--- src/rtl/timer_pkg.sv ---
// Shared state encoding, BCD field layout and the start-time legality rule
// for the microwave countdown sequencer.
package timer_pkg;

  typedef enum logic [2:0] {
    IDLE    = 3'd0,
    ENTRY   = 3'd1,
    COOKING = 3'd2,
    PAUSED  = 3'd3,
    DONE    = 3'd4
  } state_e;

  localparam logic [3:0] SEC_TENS_MAX = 4'd5;

  // Digit positions inside the 16-bit MM:SS time word.
  localparam int DIGIT_W      = 4;
  localparam int SEC_ONES_LSB = 0;
  localparam int SEC_TENS_LSB = 4;
  localparam int MIN_ONES_LSB = 8;
  localparam int MIN_TENS_LSB = 12;
  localparam int TIME_W       = MIN_TENS_LSB + DIGIT_W;

  // A typed time may start cooking only if it is non-zero and its
  // seconds-tens digit is a legal clock digit.
  function automatic logic entry_valid(input logic [TIME_W-1:0] t);
    return (t != '0) && (t[SEC_TENS_LSB +: DIGIT_W] <= SEC_TENS_MAX);
  endfunction

endpackage

--- src/rtl/digit_entry_reg.sv ---
// Keypad entry register: shifts BCD digits in from the right, with
// synchronous clear and parallel load (clear wins over load, load over shift).
module digit_entry_reg
  import timer_pkg::*;
(
  input  logic              clk,
  input  logic              clr,
  input  logic              load,
  input  logic [TIME_W-1:0] load_data,
  input  logic              shift,
  input  logic [3:0]        digit,
  output logic [TIME_W-1:0] value
);

  always_ff @(posedge clk) begin
    if (clr) begin
      value <= '0;
    end else if (load) begin
      value <= load_data;
    end else if (shift) begin
      value <= {value[MIN_ONES_LSB +: DIGIT_W],
                value[SEC_TENS_LSB +: DIGIT_W],
                value[SEC_ONES_LSB +: DIGIT_W],
                digit};
    end
  end

endmodule

--- src/rtl/timer_sequencer.sv ---
// Control FSM above the MM:SS BCD down-counter chain: keypad capture,
// quick start, cook/pause/resume gating of the 1 Hz enable and end-of-cook beep.
module timer_sequencer
  import timer_pkg::*;
#(
  parameter logic [15:0] QUICK_START_BCD = 16'h0030,
  parameter int          BEEP_TICKS      = 3,
  parameter int          BEEP_CNT_W      = 2
) (
  input  logic        clk,
  input  logic        clear,
  input  logic        tick_1hz,
  input  logic        key_valid,
  input  logic [3:0]  key_digit,
  input  logic        start,
  input  logic        stop,
  input  logic        door_closed,
  input  logic        time_zero,
  output logic        loadn,
  output logic [15:0] load_value,
  output logic        count_en,
  output logic        magnetron_on,
  output logic        done,
  output logic        entry_error,
  output logic [2:0]  state
);

  localparam logic [2:0] ST_IDLE    = IDLE;
  localparam logic [2:0] ST_ENTRY   = ENTRY;
  localparam logic [2:0] ST_COOKING = COOKING;
  localparam logic [2:0] ST_PAUSED  = PAUSED;
  localparam logic [2:0] ST_DONE    = DONE;

  localparam logic [BEEP_CNT_W-1:0] BEEP_LAST = BEEP_CNT_W'(BEEP_TICKS);

  logic [2:0]            state_next;
  logic [BEEP_CNT_W-1:0] beep_cnt, beep_next;
  logic                  load_pending, load_next;
  logic                  error_next;
  logic                  entry_clr, entry_load, entry_shift;
  logic [TIME_W-1:0]     entry;
  logic                  key_ok;

  assign key_ok = key_valid && (key_digit <= 4'd9);

  digit_entry_reg u_entry (
    .clk       (clk),
    .clr       (entry_clr),
    .load      (entry_load),
    .load_data (QUICK_START_BCD),
    .shift     (entry_shift),
    .digit     (key_digit),
    .value     (entry)
  );

  // One event wins per cycle: clear > door open > stop > start > key > tick.
  // An input only competes in states where it has an action; e.g. keys are
  // invisible while cooking, so they never swallow a tick.
  always_comb begin
    state_next  = state;
    beep_next   = beep_cnt;
    load_next   = 1'b0;
    error_next  = 1'b0;
    entry_clr   = 1'b0;
    entry_load  = 1'b0;
    entry_shift = 1'b0;
    count_en    = 1'b0;
    if (clear) begin
      entry_clr = 1'b1;
    end else begin
      case (state)
        ST_IDLE: begin
          if (start && door_closed) begin
            entry_load = 1'b1;
            load_next  = 1'b1;
            state_next = ST_COOKING;
          end else if (key_ok) begin
            entry_shift = 1'b1;
            load_next   = 1'b1;
            state_next  = ST_ENTRY;
          end
        end
        ST_ENTRY: begin
          if (start) begin
            if (!entry_valid(entry)) begin
              error_next = 1'b1;
            end else if (door_closed) begin
              state_next = ST_COOKING;
            end
          end else if (key_ok) begin
            entry_shift = 1'b1;
            load_next   = 1'b1;
          end
        end
        ST_COOKING: begin
          if (!door_closed || stop) begin
            state_next = ST_PAUSED;
          end else begin
            count_en = tick_1hz & ~time_zero;
            // The chain may still read zero while the load is being applied.
            if (time_zero && !load_pending) state_next = ST_DONE;
          end
        end
        ST_PAUSED: begin
          if (stop) begin
            entry_clr  = 1'b1;
            load_next  = 1'b1;
            state_next = ST_IDLE;
          end else if (start && door_closed) begin
            state_next = ST_COOKING;
          end
        end
        ST_DONE: begin
          if (stop || beep_cnt == BEEP_LAST) begin
            state_next = ST_IDLE;
          end else if (tick_1hz) begin
            beep_next = beep_cnt + BEEP_CNT_W'(1);
          end
        end
        default: state_next = ST_IDLE;
      endcase
    end
    if (state_next != ST_DONE) beep_next = '0;
  end

  always_ff @(posedge clk) begin
    if (clear) begin
      state        <= ST_IDLE;
      beep_cnt     <= '0;
      load_pending <= 1'b1;
      entry_error  <= 1'b0;
    end else begin
      state        <= state_next;
      beep_cnt     <= beep_next;
      load_pending <= load_next;
      entry_error  <= error_next;
    end
  end

  assign loadn        = ~load_pending;
  assign load_value   = entry;
  assign magnetron_on = (state == ST_COOKING);
  assign done         = (state == ST_DONE);

endmodule

--- config.mk ---
export PLATFORM = sky130hd
export DESIGN_NAME = timer_sequencer
export DESIGN_NICKNAME = d
export VERILOG_FILES = /design/src/rtl/timer_pkg.sv /design/src/rtl/digit_entry_reg.sv /design/src/rtl/timer_sequencer.sv
export SDC_FILE = /design/constraint.sdc
export NUM_CORES = 1
export LEC_CHECK = 0
export CAP_MARGIN = 0
export CORE_MARGIN = 2
export CORE_UTILIZATION = 35
export DETAILED_ROUTE_END_ITERATION = 7
export PLACE_DENSITY_LB_ADDON = 0.15
export SKIP_CTS_REPAIR_TIMING = 1
export SYNTH_ARGS = -nofsm -noshare
export SYNTH_HDL_FRONTEND = slang
export SYNTH_SLANG_ARGS = --single-unit
--- constraint.sdc ---
create_clock -name clk -period 1.8 [get_ports clk]
set_clock_uncertainty 0.2 [all_clocks]
set_input_delay 0.27 -clock clk [delete_from_list [all_inputs] [get_ports clk]]
set_output_delay 0.27 -clock clk [all_outputs]
set_load 0.01 [all_outputs]
=== Yosys cells after proc, flatten, opt, wreduce, memory -nomap -nowiden ===
Cells that the tools add are included.

* Bits in registers: 23
* Input bits: 12
* Output and inout port bits: 24
* Word-level logic and storage cells: 67

* $add $sub $neg: 1
* Order comparisons: 2
* Equal/unequal tests: 6
* Muxes and demuxes: 31
* Bitwise gates (word level): 6
* Reductions and logical operators: 15

{| class="wikitable"
|+ Operator list
! cell !! number
|-
| two-way mux 3 bit || 11
|-
| nonzero test 16 bit || 1
|-
| two-way mux 1 bit || 15
|-
| one-hot mux 3 bit (5 select lines) || 1
|-
| two-way mux 6 bit || 2
|-
| equality test 3 x 2 -> 1 bit, second input constant || 2
|-
| inverter 1 bit || 5
|-
| <= comparator 4 x 3 -> 1 bit, second input constant || 1
|-
| <= comparator 4 bit, second input constant || 1
|-
| logical AND 1 bit || 4
|-
| OR reduction 2 bit || 2
|-
| equality test 3 x 1 -> 1 bit, second input constant || 1
|-
| equality test 3 bit, second input constant || 1
|-
| zero test 3 bit || 1
|-
| inequality test 3 bit, second input constant || 1
|-
| one-hot mux 1 bit (3 select lines) || 1
|-
| AND reduction 3 bit || 1
|-
| OR reduction 3 bit || 1
|-
| adder 2 x 1 -> 2 bit, second input constant || 1
|-
| equality test 2 bit, second input constant || 1
|-
| zero test 1 bit || 2
|-
| logical OR 1 bit || 2
|-
| one-hot mux 1 bit (2 select lines) || 1
|-
| nonzero test 2 bit || 1
|-
| AND 1 bit || 1
|}

=== Depth between registers and ports, before layout ===
Gate-level depths: netlist of the first run.

* Depth after elaboration: 8
* Depth in mapped cells: 6
* Mapped depth without buffers: 5

=== Hierarchy ===
Synthesis of the first run repeated with hierarchy kept, for this count alone.

* Cells, all modules: 136
* Area, all modules: 1302.5 um2

{| class="wikitable"
|+ Modules (own cells, without submodules)
! module !! instances !! cells an instance !! area an instance (um2) !! seq. area each (um2)
|-
| digit_entry_reg || 1 || 71 || 805.8 || 320.3
|-
| timer_sequencer || 1 || 65 || 496.7 || 140.1
|}

=== Least setup slack after synthesis of the first run ===
OpenSTA, ideal clock, no wires.

* Kind: register to register
* Start point: reg state[1]
* End point: reg u_entry.value[0]
* Library setup time: 117 ps
* Arrival time: 1261 ps
* Required time: 1483 ps
* Slack: 222 ps
* Stages on the path, launching flop included: 7
* Buffers on the path: 2
* Period minus slack after synthesis: 1578 ps
* Cells stage by stage: dfxtp_1 buf_6 nor3_4 nand4_4 buf_6 mux2i_1 nor2_1

* Word-level cells in the longest chain between the ends: 4
* Elaborated cells on any way between the ends: 10
* Those cells by class: eq/ne (2); mux (6); reduce/logical (2)

{| class="wikitable"
|+ RTL lines
! item !! line !! source
|-
| start: declaration || timer_sequencer.sv:25 || <nowiki>output logic [2:0] state</nowiki>
|-
| start signal: assignment || timer_sequencer.sv:133 || <nowiki>state <= state_next;</nowiki>
|-
| equality test 3 x 2 -> 1 bit / zero test 3 bit (equally long branches) || timer_sequencer.sv:71 || <nowiki>case (state)</nowiki>
|-
| two-way mux 1 bit || timer_sequencer.sv:71 ||
|-
| two-way mux 1 bit || timer_sequencer.sv:68 || <nowiki>if (clear) begin</nowiki>
|-
| OR reduction 2 bit (no line) || -- ||
|-
| end signal: assignment || digit_entry_reg.sv:19 || <nowiki>value <= load_data;</nowiki>
|-
| end signal: assignment || digit_entry_reg.sv:21 || <nowiki>value <= {value[MIN_ONES_LSB +: DIGIT_W],</nowiki>
|-
| end: declaration || digit_entry_reg.sv:12 || <nowiki>output logic [TIME_W-1:0] value</nowiki>
|}

Several ways; a longest one is shown, not always the timed one.
A chain may end at the register's enable or synchronous reset.

=== Worst setup path after layout of the first run ===
* Start point: reg u_entry.value[1]
* End point: out load_value[1]

{| class="wikitable"
|+ RTL lines
! item !! line !! source
|-
| end: declaration || timer_sequencer.sv:20 || <nowiki>output logic [15:0] load_value,</nowiki>
|}

No word-level cell between the ends.

==> results of run 1 <==
==> per-layer routing <==
metal  GRT usage (%)  share of wire (%)  vias to the layer above
met3            2.16                4.0                        2
li1                -                  -                      526
met1            20.7                 44                      502
met5               0                  0                        -
met2            28.9                 51                       23
met4            5.08               0.62                        0
==> tightest hold or removal path: cells and delay by family, from the launching register on <==
family           cells  cell delay (ns)
muxes                1             0.07
and+or+nand+nor      1             0.07
DFF                  1             0.35
==> registers in the layout, indices dropped and copies added, names as in the netlist <==
| signal | count |
|---|---|
| beep_cnt | 2 |
| load_pending | 1 |
| state | 3 |
| u_entry.value | 16 |
| entry_error | 1 |
==> placed cells by master (no fill, tap or decap), drive strengths merged, types with 4 or more instances in the layout <==
| master | instances |
|---|---|
| o21ai | 4 |
| nor2 | 22 |
| nand4 | 4 |
| nand3 | 4 |
| clkdlybuf4s50 | 29 |
| mux2i | 17 |
| clkbuf | 4 |
| dfxtp | 23 |
| dlymetal6s2s | 5 |
| buf | 23 |
| inv | 4 |
==> final cells by class <==
type	instances	area, µm²
fill	297	1320
multi-input combinational	82	587
timing repair buffer	58	543
sequential	23	479
tap	44	55.1
clock buffer	3	22.5
inverter	4	15.0
clock inverter	1	5.00
==> worst min path at each step <==
stage | end | slack [ns] | depth (start not counted) | start
finish | beep_cnt[1]$_SDFFE_PP0P_ | 0.32 | 2 | beep_cnt[1]$_SDFFE_PP0P_
global route | u_entry.value[10]$_SDFFE_PP0N_ | 0.39 | 2 | u_entry.value[10]$_SDFFE_PP0N_
CTS | beep_cnt[1]$_SDFFE_PP0P_ | 0.34 | 2 | beep_cnt[1]$_SDFFE_PP0P_
detailed placement | beep_cnt[1]$_SDFFE_PP0P_ | 0.31 | 2 | beep_cnt[1]$_SDFFE_PP0P_
global placement | beep_cnt[1]$_SDFFE_PP0P_ | 0.28 | 2 | beep_cnt[1]$_SDFFE_PP0P_
floorplan | load_pending$_SDFF_PP1_ | 0.20 | 2 | clear
==> cells by family after synthesis <==
group	after synthesis	share of synthesized area, %
flip-flops	23	41.9
buffers and inverters	9	5.58
AO/OA/AOI/OAI	16	10.1
AND/OR/NAND/NOR	47	24.9
adder cells (fa/ha/maj)	1	1.14
multiplexers	17	15.5
XOR/XNOR	1	0.797
==> report_power, final <==
group	internal [mW]	switching (mW)	leakage [nW]
clock	0.0828	0.154	0.0177
sequential	0.527	0.0198	0.191
combinational	0.151	0.117	0.651
total	0.761	0.291	0.861
==> per-stage QoR <==
stage / TNS [ns] / setup slack [ns]
after floorplan: 0 / 0.222
after global placement: -2.70 / -0.385
after detailed placement: -3.48 / -0.431
after CTS: -1.39 / -0.435
after global routing: -0.00529 / -0.00529
final: 0 / 0.0597
==> Yosys cell counts, drive strengths merged <==
cell type / number
dfxtp: 23
nor2: 22
mux2i: 17
buf: 5
inv: 4
nand3: 4
nand4: 4
o21ai: 4
a21boi: 3
nand2: 3
nor4: 3
a21oi: 2
and4: 2
nor2b: 2
nor3: 2
a211o: 1
a211oi: 1
a221o: 1
a31oi: 1
a32o: 1
a41oi: 1
and2: 1
and3b: 1
ha: 1
nand3b: 1
nand4b: 1
nor3b: 1
o211ai: 1
xor2: 1
==> flow_metrics.env, run 1 <==
export IMPL_status="finished clean"
export IMPL_start_util_pct=36.3
export IMPL_min_path_type="flop to flop"
export IMPL_wl_per_cell_um=12.8
export IMPL_cp_required_ns=1.33
export IMPL_crit_cells=1
export IMPL_gp_congestion=0.779
export IMPL_first_global_vias=1036
export IMPL_numCtsBuffers=3
export IMPL_io_buffers=35
export IMPL_end_kind="output pin"
export IMPL_first_iter_violations=33
export IMPL_drv_slew=0
export IMPL_overflow=0
export IMPL_drive_above_1_share_pct=25.1
export IMPL_layout_nets=185
export IMPL_core_area_um2=3030
export IMPL_worst_pin_slew_ns=0.296
export IMPL_h_tree_depth=1
export IMPL_power_density_nw_per_um2=616
export IMPL_cts_root_buffer="clkbuf_4"
export IMPL_synthCells=114
export IMPL_crit_end="load_value[1]"
export IMPL_r2r_slack_ns=0.13
export IMPL_reg2reg_from="state[0]$_SDFF_PP0_"
export IMPL_synth_nets=127
export IMPL_rr_worst_depth=6
export IMPL_dieArea_um2=3600
export IMPL_fp_dieH_um=60.0
export IMPL_drcViolationCount=0
export IMPL_vdd_drop_max_mv=0.502
export IMPL_drtAntennaViolNets=0
export IMPL_fmax_mhz=575
export IMPL_yosysSeqAreaShare_pct=41.9
export IMPL_placedCellCount=210
export IMPL_setup_violations=0
export IMPL_synth_area_um2=1100
export IMPL_power_total_mw=1.05
export IMPL_min_period_ns=1.74
export IMPL_synth_area_top_cells="dfxtp_1, mux2i_1, nor2_1"
export IMPL_final_instance_count_excl_fill=215
export IMPL_hpwl_um=2150
export IMPL_clock_path_buffers=2
export IMPL_cp_slowest_cell="clkdlybuf4s50_1"
export IMPL_worstSetupPathType="flop to output pin"
export IMPL_synth_avg_cell_area_um2=9.64
export IMPL_cp_arrival_ns=1.27
export IMPL_startpoint="u_entry.value[1]$_SDFFE_PP0N_"
export IMPL_dieWidth_um=60.0
export IMPL_yosys_warnings=0
export IMPL_cp_slowest_stage_delay_ns=0.56
export IMPL_cts_tree="yes"
export IMPL_slew_headroom_pct=80.1
export IMPL_dr_pass1_iters=4
export IMPL_drv_cap=0
export IMPL_p_leak_nw=0.861
export IMPL_row_count=20
export IMPL_syn_to_final_growth_pct=55.4
export IMPL_netlist_area_leader_share_pct=41.9
export IMPL_grt_antenna_before_repair=0
export IMPL_antenna_cells=0
export IMPL_hold_ws_ns=0.323
export IMPL_yosys_cell_types_count=36
export IMPL_cp_buffers_inverters=1
export IMPL_final_hold_viol_count=0
export IMPL_ys_ff_latch=23
export IMPL_cp_top_family="buffers and inverters"
export IMPL_cp_start_kind="flop"
export IMPL_grt_pass1_wl_um=4490
export IMPL_vias=1053
export IMPL_clk_pin_slew_worst_paths_ns=0.13
export IMPL_groute_usage_overall_pct=16.4
export IMPL_crit_fanout=4
export IMPL_final_cell_area_um2=1710
export IMPL_grt_max_degree=14
export IMPL_utilization_pct=56.4
export IMPL_drt_total_wl_um=2750
export IMPL_avgViaCountPerCell=4.90
export IMPL_clk_latency_ns=0.30
export IMPL_path_cells="clkdlybuf4s50_1"
export IMPL_synth_largest_area_cell="dfxtp_1"
export IMPL_worstReg2RegEnd="u_entry.value[1]$_SDFFE_PP0N_"
export IMPL_pin_count=36
export IMPL_numClockSinks=23
export IMPL_postPlaceCellArea_um2=1640
export IMPL_period_share_pct=96.7
No activity file was read; power rests on OpenSTA's default activity.
==> run 2: changes to the inputs <==
--- a/config.mk
+++ b/config.mk
@@ -14,3 +14,4 @@
 export SYNTH_ARGS = -nofsm -noshare
 export SYNTH_HDL_FRONTEND = slang
 export SYNTH_SLANG_ARGS = --single-unit
+export TNS_END_PERCENT = 100
==> results of run 2 <==
The final DEF is identical to that of run 1; final timing and power are the same.
